**src/rtl/pong_pkg.sv**
```systemverilog
// Shared types and constants for the Pong score/match controller.
package pong_pkg;

   typedef enum logic [1:0] {
      ST_IDLE,
      ST_SERVE,
      ST_PLAY,
      ST_OVER
   } state_t;

   localparam logic [3:0] BLANK    = 4'hF;
   localparam logic [1:0] WIN_NONE = 2'b00;
   localparam logic [1:0] WIN_P1   = 2'b01;
   localparam logic [1:0] WIN_P2   = 2'b10;
   localparam int         SCORE_W  = 7;

   // Leading zero of a two-digit score is blanked.
   function automatic logic [3:0] tens_code(input logic [3:0] t);
      return (t == 4'd0) ? BLANK : t;
   endfunction

endpackage

```
**src/rtl/bcd_counter2.sv**
```systemverilog
// Two-digit BCD point counter, saturating at 99, with a parallel binary count.
module bcd_counter2
   import pong_pkg::*;
(
   input  logic               clk,
   input  logic               rst,
   input  logic               clr,
   input  logic               inc,
   output logic [3:0]         tens_nx_o,
   output logic [3:0]         ones_nx_o,
   output logic [SCORE_W-1:0] bin_o
);

   logic [3:0]         tens_q, tens_d;
   logic [3:0]         ones_q, ones_d;
   logic [SCORE_W-1:0] bin_q, bin_d;
   logic               full;

   assign full = (tens_q == 4'd9) && (ones_q == 4'd9);

   always_comb begin
      tens_d = tens_q;
      ones_d = ones_q;
      bin_d  = bin_q;
      if (clr) begin
         tens_d = 4'd0;
         ones_d = 4'd0;
         bin_d  = '0;
      end else if (inc && !full) begin
         bin_d = bin_q + SCORE_W'(1);
         if (ones_q == 4'd9) begin
            ones_d = 4'd0;
            tens_d = tens_q + 4'd1;
         end else begin
            ones_d = ones_q + 4'd1;
         end
      end
   end

   always_ff @(posedge clk or posedge rst) begin
      if (rst) begin
         tens_q <= 4'd0;
         ones_q <= 4'd0;
         bin_q  <= '0;
      end else begin
         tens_q <= tens_d;
         ones_q <= ones_d;
         bin_q  <= bin_d;
      end
   end

   // Next-state digits let the parent register its display on the same edge.
   assign tens_nx_o = tens_d;
   assign ones_nx_o = ones_d;
   assign bin_o     = bin_q;

endmodule

```
**src/rtl/pong_score.sv**
```systemverilog
// Pong match controller: serve/play/over sequencing, scoring, digit codes.
module pong_score
   import pong_pkg::*;
#(
   parameter int WIN_SCORE   = 11,
   parameter int SERVE_DELAY = 50_000_000
) (
   input  logic       clk,
   input  logic       reset,
   input  logic       start,
   input  logic       p1_point,
   input  logic       p2_point,
   output logic       serve_ok,
   output logic       game_over,
   output logic [1:0] winner,
   output logic [3:0] seg0,
   output logic [3:0] seg1,
   output logic [3:0] seg2,
   output logic [3:0] seg3,
   output logic [3:0] seg4,
   output logic [3:0] seg5
);

   localparam int CW = $clog2(SERVE_DELAY + 1);
   localparam logic [CW-1:0] RELOAD = CW'(SERVE_DELAY - 1);
   localparam logic [SCORE_W-1:0] WIN = SCORE_W'(WIN_SCORE);

   state_t             state_q, state_d;
   logic [CW-1:0]      cnt_q, cnt_d;
   logic [1:0]         winner_q, winner_d;
   logic               start_q, start_edge;
   logic               clr, inc1, inc2;
   logic               serve_ok_q, game_over_q;
   logic [3:0]         seg0_q, seg1_q, seg2_q, seg4_q, seg5_q;
   logic [3:0]         t1, o1, t2, o2;
   logic [SCORE_W-1:0] b1, b2;

   assign start_edge = start & ~start_q;

   bcd_counter2 u_p1 (
      .clk(clk), .rst(reset), .clr(clr), .inc(inc1),
      .tens_nx_o(t1), .ones_nx_o(o1), .bin_o(b1)
   );

   bcd_counter2 u_p2 (
      .clk(clk), .rst(reset), .clr(clr), .inc(inc2),
      .tens_nx_o(t2), .ones_nx_o(o2), .bin_o(b2)
   );

   always_comb begin
      state_d  = state_q;
      cnt_d    = cnt_q;
      winner_d = winner_q;
      clr      = 1'b0;
      inc1     = 1'b0;
      inc2     = 1'b0;
      unique case (state_q)
         ST_IDLE, ST_OVER: begin
            if (start_edge) begin
               state_d  = ST_SERVE;
               cnt_d    = RELOAD;
               winner_d = WIN_NONE;
               clr      = 1'b1;
            end
         end
         ST_SERVE: begin
            if (cnt_q == '0) state_d = ST_PLAY;
            else cnt_d = cnt_q - CW'(1);
         end
         ST_PLAY: begin
            // Simultaneous points cancel out; play continues.
            if (p1_point ^ p2_point) begin
               inc1  = p1_point;
               inc2  = p2_point;
               state_d = ST_SERVE;
               cnt_d   = RELOAD;
               if (p1_point && (b1 + SCORE_W'(1) == WIN)) begin
                  state_d  = ST_OVER;
                  winner_d = WIN_P1;
               end
               if (p2_point && (b2 + SCORE_W'(1) == WIN)) begin
                  state_d  = ST_OVER;
                  winner_d = WIN_P2;
               end
            end
         end
         default: state_d = ST_IDLE;
      endcase
   end

   always_ff @(posedge clk or posedge reset) begin
      if (reset) begin
         state_q     <= ST_IDLE;
         cnt_q       <= '0;
         winner_q    <= WIN_NONE;
         start_q     <= 1'b1;
         serve_ok_q  <= 1'b0;
         game_over_q <= 1'b0;
         seg0_q      <= 4'd0;
         seg1_q      <= BLANK;
         seg2_q      <= BLANK;
         seg4_q      <= 4'd0;
         seg5_q      <= BLANK;
      end else begin
         state_q     <= state_d;
         cnt_q       <= cnt_d;
         winner_q    <= winner_d;
         start_q     <= start;
         serve_ok_q  <= (state_d == ST_PLAY);
         game_over_q <= (state_d == ST_OVER);
         seg0_q      <= o2;
         seg1_q      <= tens_code(t2);
         seg2_q      <= (state_d == ST_OVER) ? {2'b00, winner_d} : BLANK;
         seg4_q      <= o1;
         seg5_q      <= tens_code(t1);
      end
   end

   assign serve_ok  = serve_ok_q;
   assign game_over = game_over_q;
   assign winner    = winner_q;
   assign seg0      = seg0_q;
   assign seg1      = seg1_q;
   assign seg2      = seg2_q;
   assign seg3      = BLANK;
   assign seg4      = seg4_q;
   assign seg5      = seg5_q;

endmodule

```
**config.mk**
```make
export PLATFORM = sky130hd
export DESIGN_NAME = pong_score
export DESIGN_NICKNAME = d
export VERILOG_FILES = /design/src/rtl/pong_pkg.sv /design/src/rtl/bcd_counter2.sv /design/src/rtl/pong_score.sv
export SDC_FILE = /design/constraint.sdc
export NUM_CORES = 1
export LEC_CHECK = 0
export BUFFER_PORTS_ARGS = -buffer_cell sky130_fd_sc_hd__buf_2
export CAP_MARGIN = 25
export CORE_MARGIN = 5
export CORE_UTILIZATION = 55
export DETAILED_ROUTE_END_ITERATION = 7
export GPL_TIMING_DRIVEN = 0
export PLACE_DENSITY = 0.85
export SLEW_MARGIN = 0
export SYNTH_ARGS = -nofsm -noshare
export SYNTH_HDL_FRONTEND = slang
export SYNTH_SLANG_ARGS = --single-unit
```
**constraint.sdc**
```tcl
create_clock -name clk -period 3 [get_ports clk]
set_input_delay 0.15 -clock clk [delete_from_list [all_inputs] [get_ports clk]]
set_output_delay 0.15 -clock clk [all_outputs]
set_load 0.005 [all_outputs]
```
# Yosys cells after proc, flatten, opt, wreduce, memory -nomap -nowiden
# Index checks and enable logic that the tools add are counted.
dict set report totals {
  out_inout_bits 28
  reg_bits 75
  elab_cells 95
  input_bits 5
}
dict set report classes {
  muxes 40
  n_bitwise 3
  n_reduce_logical 16
  addsub 7
  n_eq_ne 14
}
# operator n
set ops {}
lappend ops {{$mux W26} 3}
lappend ops {{$pmux W26 S3} 1}
lappend ops {{$mux W4} 15}
lappend ops {{$mux W7} 4}
lappend ops {{$logic_not A26 Y1} 1}
lappend ops {{$sub A26 B1 Y26 const B} 1}
lappend ops {{$mux W2} 9}
lappend ops {{$add A4 B1 Y4 const B} 4}
lappend ops {{$eq A4 B4 Y1 const B} 4}
lappend ops {{$add A7 B1 Y7 const B} 2}
lappend ops {{$eq A7 B4 Y1 const B} 2}
lappend ops {{$eq A2 B2 Y1 const B} 4}
lappend ops {{$logic_not A4 Y1} 2}
lappend ops {{$logic_and A1 B1 Y1} 6}
lappend ops {{$mux W1} 6}
lappend ops {{$ne A2 B2 Y1 const B} 3}
lappend ops {{$pmux W2 S3} 1}
lappend ops {{$pmux W2 S2} 1}
lappend ops {{$reduce_bool A2 Y1} 2}
lappend ops {{$reduce_and A3 Y1} 1}
lappend ops {{$eq A2 B1 Y1 const B} 1}
lappend ops {{$logic_not A1 Y1} 2}
lappend ops {{$logic_not A2 Y1} 1}
lappend ops {{$reduce_or A2 Y1} 1}
lappend ops {{other kinds (3)} 3}

# Longest topological paths before layout
dict set report depth {
  word_depth 9
  ltp_mapped 10
  ltp_nobuf 8
}

# Modules after synthesis
# From an unflattened synthesis, not the netlist that was laid out.
dict set report unflattened {
  cells_unflattened 420
  hier_area_um2 4244.1
}
# module cells_each area_per_inst_um2 seq_area_each_um2 n_inst
set modules_own_cells {}
lappend modules_own_cells {pong_score 260 2640.0 1316.3 1}
lappend modules_own_cells {bcd_counter2 80 802.0 375.4 2}

# Worst setup path before layout
# No wires, ideal clock.
dict set report synth_timing {
  kind {reg-to-reg}
  startpoint {register cnt_q[11]}
  endpoint {register cnt_q[2]}
  synth_period_minus_slack_ns 2.655
  path_buffers 2
  setup_ns 0.142
  required_time_ns 2.858
  setup_slack_ns 0.345
  path_stages_with_launch 9
  arrival_ns 2.513
  cell_sequence {dfrtp_1 > or4_4 > or3_1 > buf_6 > or4_4 > buf_6 > and2_4 > a211oi_2 > a41oi_1}
}
dict set report synth_between {
  elab_chain_len 3
}
# item line
set synth_lines {}
lappend synth_lines {{start, declared} pong_score.sv:29} ;# logic [CW-1:0] cnt_q, cnt_d;
lappend synth_lines {{start signal, assigned} pong_score.sv:106} ;# cnt_q <= cnt_d;
lappend synth_lines {{$logic_not A26 Y1} pong_score.sv:67} ;# if (cnt_q == '0) state_d = ST_PLAY;
lappend synth_lines {{$ne A2 B2 Y1 (no source line)} n/a}
lappend synth_lines {{$reduce_and A3 Y1 (no source line)} n/a}
# No other way between the ends.
# A chain may end at the register's enable or synchronous reset.

# Worst setup path in the final report
dict set report layout_timing {
  startpoint {register cnt_q[11]}
  endpoint {register seg2_q[0], in the netlist seg2[0]}
}
dict set report layout_between {
  elab_chain_len 5
}
# item line
set layout_lines {}
lappend layout_lines {{$logic_not A26 Y1} pong_score.sv:67}
lappend layout_lines {{$mux W2} pong_score.sv:67}
lappend layout_lines {{$pmux W2 S3} pong_score.sv:57} ;# unique case (state_q)
lappend layout_lines {{named net state_d[1]} pong_score.sv:28} ;# state_t state_q, state_d;
lappend layout_lines {{$eq A2 B2 Y1} pong_score.sv:113} ;# seg2_q <= (state_d == ST_OVER) ? {2'b00, winner_d} : BLANK;
lappend layout_lines {{$mux W4} pong_score.sv:113}
lappend layout_lines {{end signal, assigned} pong_score.sv:113}
lappend layout_lines {{end, declared} pong_score.sv:34} ;# logic [3:0] seg0_q, seg1_q, seg2_q, seg4_q, seg5_q;
# The timed path passes the listed nets, and every way through them passes these cells.

==> reports/summary.txt <==
run status = complete, but fails checks
failing checks = negative hold slack
Adder-Cell Fraction of Synth Area = 5.400%
R2R depth = 7
Worst Path Max Fanout = 8
Num Clock Sinks = 74
most frequent cell after synthesis = dfrtp_1
Total Nets Final = 471
CTS buffer count = 9
power density over the cells = 477.6 nW/um^2
Crit path max-delay family = simple AND/OR/NAND/NOR gates
Setup CP Type = flip-flop to flip-flop
Primary FF master, synth = dfrtp_1
mux share of post-synthesis cell area = 1.302%
critical path arrival = 3.08 ns
share of cells above drive strength 1 = 18.06%
Total Power = 2.110 mW
gp weighted congestion = 0.8858
Peak supply drop = 0.0003390 V
Final period util = 94.72%
xor/xnor cell area share of the yosys netlist = 7.560%
CP max stage delay = 0.61 ns
Crit path required time = 3.24 ns
CP Cell Sequence = or4_4 > or3_1 > buf_6 > nor3_1 > a31oi_1 > o31ai_2 > nand4_1
FF-to-FF setup slack = 0.16 ns
Post-Synthesis Cells = 406
slowest CP cell = nor3_1
Starting Density = 57.34%
DR pass1 iterations = 5
Yosys top cell area share = 39.39%
post-synthesis simple-gate area fraction = 24.59%
CTS Root Cell = clkbuf_8
drt via density = 5.689
Slew HR = 33.29%
number of remaining DRC errors = 0
syn avg cell area = 9.701 um^2
Seq/Total Area, Yosys = 47.40%
worst r2r src = cnt_q[11]
largest net degree at the start of global routing = 75
Placed Instance Area = 4213 um^2
ANT nets after route = 0
vias in the first global route = 3063
FF+latch count, synth = 74
area leader, netlist = dfrtp_1
post-layout util = 64.32%
synth warn = 0
first-pass GRT wire length = 13.58 mm
Pins Over Slew Limit = 0
Via Count = 3129
synthesized area = 3939 um^2
startpoint types = flip-flop
gr usage total = 19.33%
GRT busiest layer = met2
final wirelength = 8.058 mm
hold slack = -0.01051 ns
# IOs = 33
die footprint = 8954 um^2
Antenna Cells = 0
Routed WL per cell = 14.65 um
Max-Cap Viols = 0
Commonest cells post-synth = 62 x dfrtp_1, 57 x nor2_1, 32 x nand2_1, 21 x nor3_1
met2 Use GR = 31.71%
antenna violations before repair = 0
RSZ-0062 raised after global routing = false
skew final = 0.01273 ns
clock latency on the worst-skew pair = 0.35 ns
Synth-to-Final Area Change = 12.17%
post-synth cell types = 58
H-tree levels = 3
Max Root-Sink Buffers = 2
hold crit path type = input pin to async pin
largest family of logic cells by synthesized area = simple AND/OR/NAND/NOR gates
Tmin final = 2.842 ns
WP buf/inv = 1
Final Hold Viols = 9
maximum clock rate = 0.3519 GHz
Port Buffers = 28
RR Endpoint = seg2[0]
asr flop ratio synth = 100.0%
Die Y = 94.63 um
Die Wd = 94.63 um
met1 usage = 23.36%
Setup crit end kind = flip-flop
post-route design area = 4418 um^2
remaining global-route overflow = 0
DRT iter0 DRCs = 162
P_leak = 1.860 nW
GR Util met3 = 3.825%
final setup violation count = 0
number of enable flip-flop cells after synthesis = 0
CTS tree = yes
FP Rows = 30
post-DP HPWL = 5.639 mm
Worst Max-Slew Pin Slew = 0.9947 ns
critical path startpoint = cnt_q[11]
post-CTS setup buffers = 0
clock slew at reported path FFs = 0.08 ns
largest cells by area after synthesis = dfrtp_1 39%, dfstp_2 8.0%, nor2_1 5.4%
Synth Area in Compound Gates = 9.466%
total core area = 6869 um^2
==> through the flow <==
step	hold slack [ns]	setup TNS, ns	setup WS (ns)	std cells
5_1_grt	0.05907	0	0.004677	550
4_1_cts	0.02229	0	0.04920	550
3_5_place_dp	0.2778	-0.1354	-0.07577	533
2_1_floorplan	0.1545	0	0.3446	409
3_3_place_gp	0.2731	0	0.05029	533
6_report	-0.01051	0	0.1583	550
==> cell families after synthesis <==
group	after synthesis
adder cells (fa/ha/maj)	17
flip-flops	74
multiplexers	5
XOR/XNOR	34
AND/OR/NAND/NOR	187
AO/OA/AOI/OAI	54
other	1
buffers and inverters	34
==> sequential cells by signal, summed over array words and instances (netlist names) <==
name / cells
cnt_q: 26
u_p1.bin_o: 7
u_p2.bin_o: 7
seg1: 4
seg5: 4
u_p1.ones_q: 4
u_p1.tens_q: 4
u_p2.ones_q: 4
u_p2.tens_q: 4
seg2: 3
state_q: 2
winner: 2
game_over: 1
serve_ok: 1
start_q: 1
==> worst max-delay path by stage <==
stage,cells past startpoint,to
4_1_cts,6,seg2[0]
6_report,7,seg2[0]
3_5_place_dp,6,seg2[0]
3_3_place_gp,6,seg2[1]
2_1_floorplan,8,cnt_q[2]
5_1_grt,7,seg2[1]
==> repair_timing <==
| action | CTS | global route |
|---|---|---|
| endpoints found under the hold margin | 1 | 0 |
| endpoints found under the setup margin | 4 | 5 |
| hold buffers | 1 | 0 |
| gates resized for setup | 1 | 1 |
==> routing by layer <==
metal  vias to the layer above  part of all wire (%)
li1                       1507                     -
met1                      1532                    42
met2                        60                    51
met3                        30                   3.2
met4                         0                   3.7
met5                         -                     0
==> placed cells by master, fill, tap and decap left out, types with 12 or more instances in the layout <==
master     n
nor2_1    57
buf_2     28
nand2_1   32
dfrtp_1   62
inv_1     15
ha_1      17
dfstp_2   12
clkbuf_1  12
nor3_1    21
xnor2_1   17
xor2_1    17
==> layout make-up <==
type	instances	area [um^2]
tap	96	120.1
fill	551	2451
timing repair buffer	29	150.1
sequential	74	1867
clock inverter	3	40.04
clock buffer	13	148.9
inverter	16	62.56
buffer	18	105.1
multi-input combinational	301	1924
==> power by group <==
group / switching, mW / leakage [nW] / internal [mW]
clock network: 0.354 / 0.0974 / 0.406
registers: 0.0147 / 0.899 / 1.02
logic: 0.226 / 0.863 / 0.0926
total: 0.595 / 1.86 / 1.51
(Power assumes the default switching activity.)
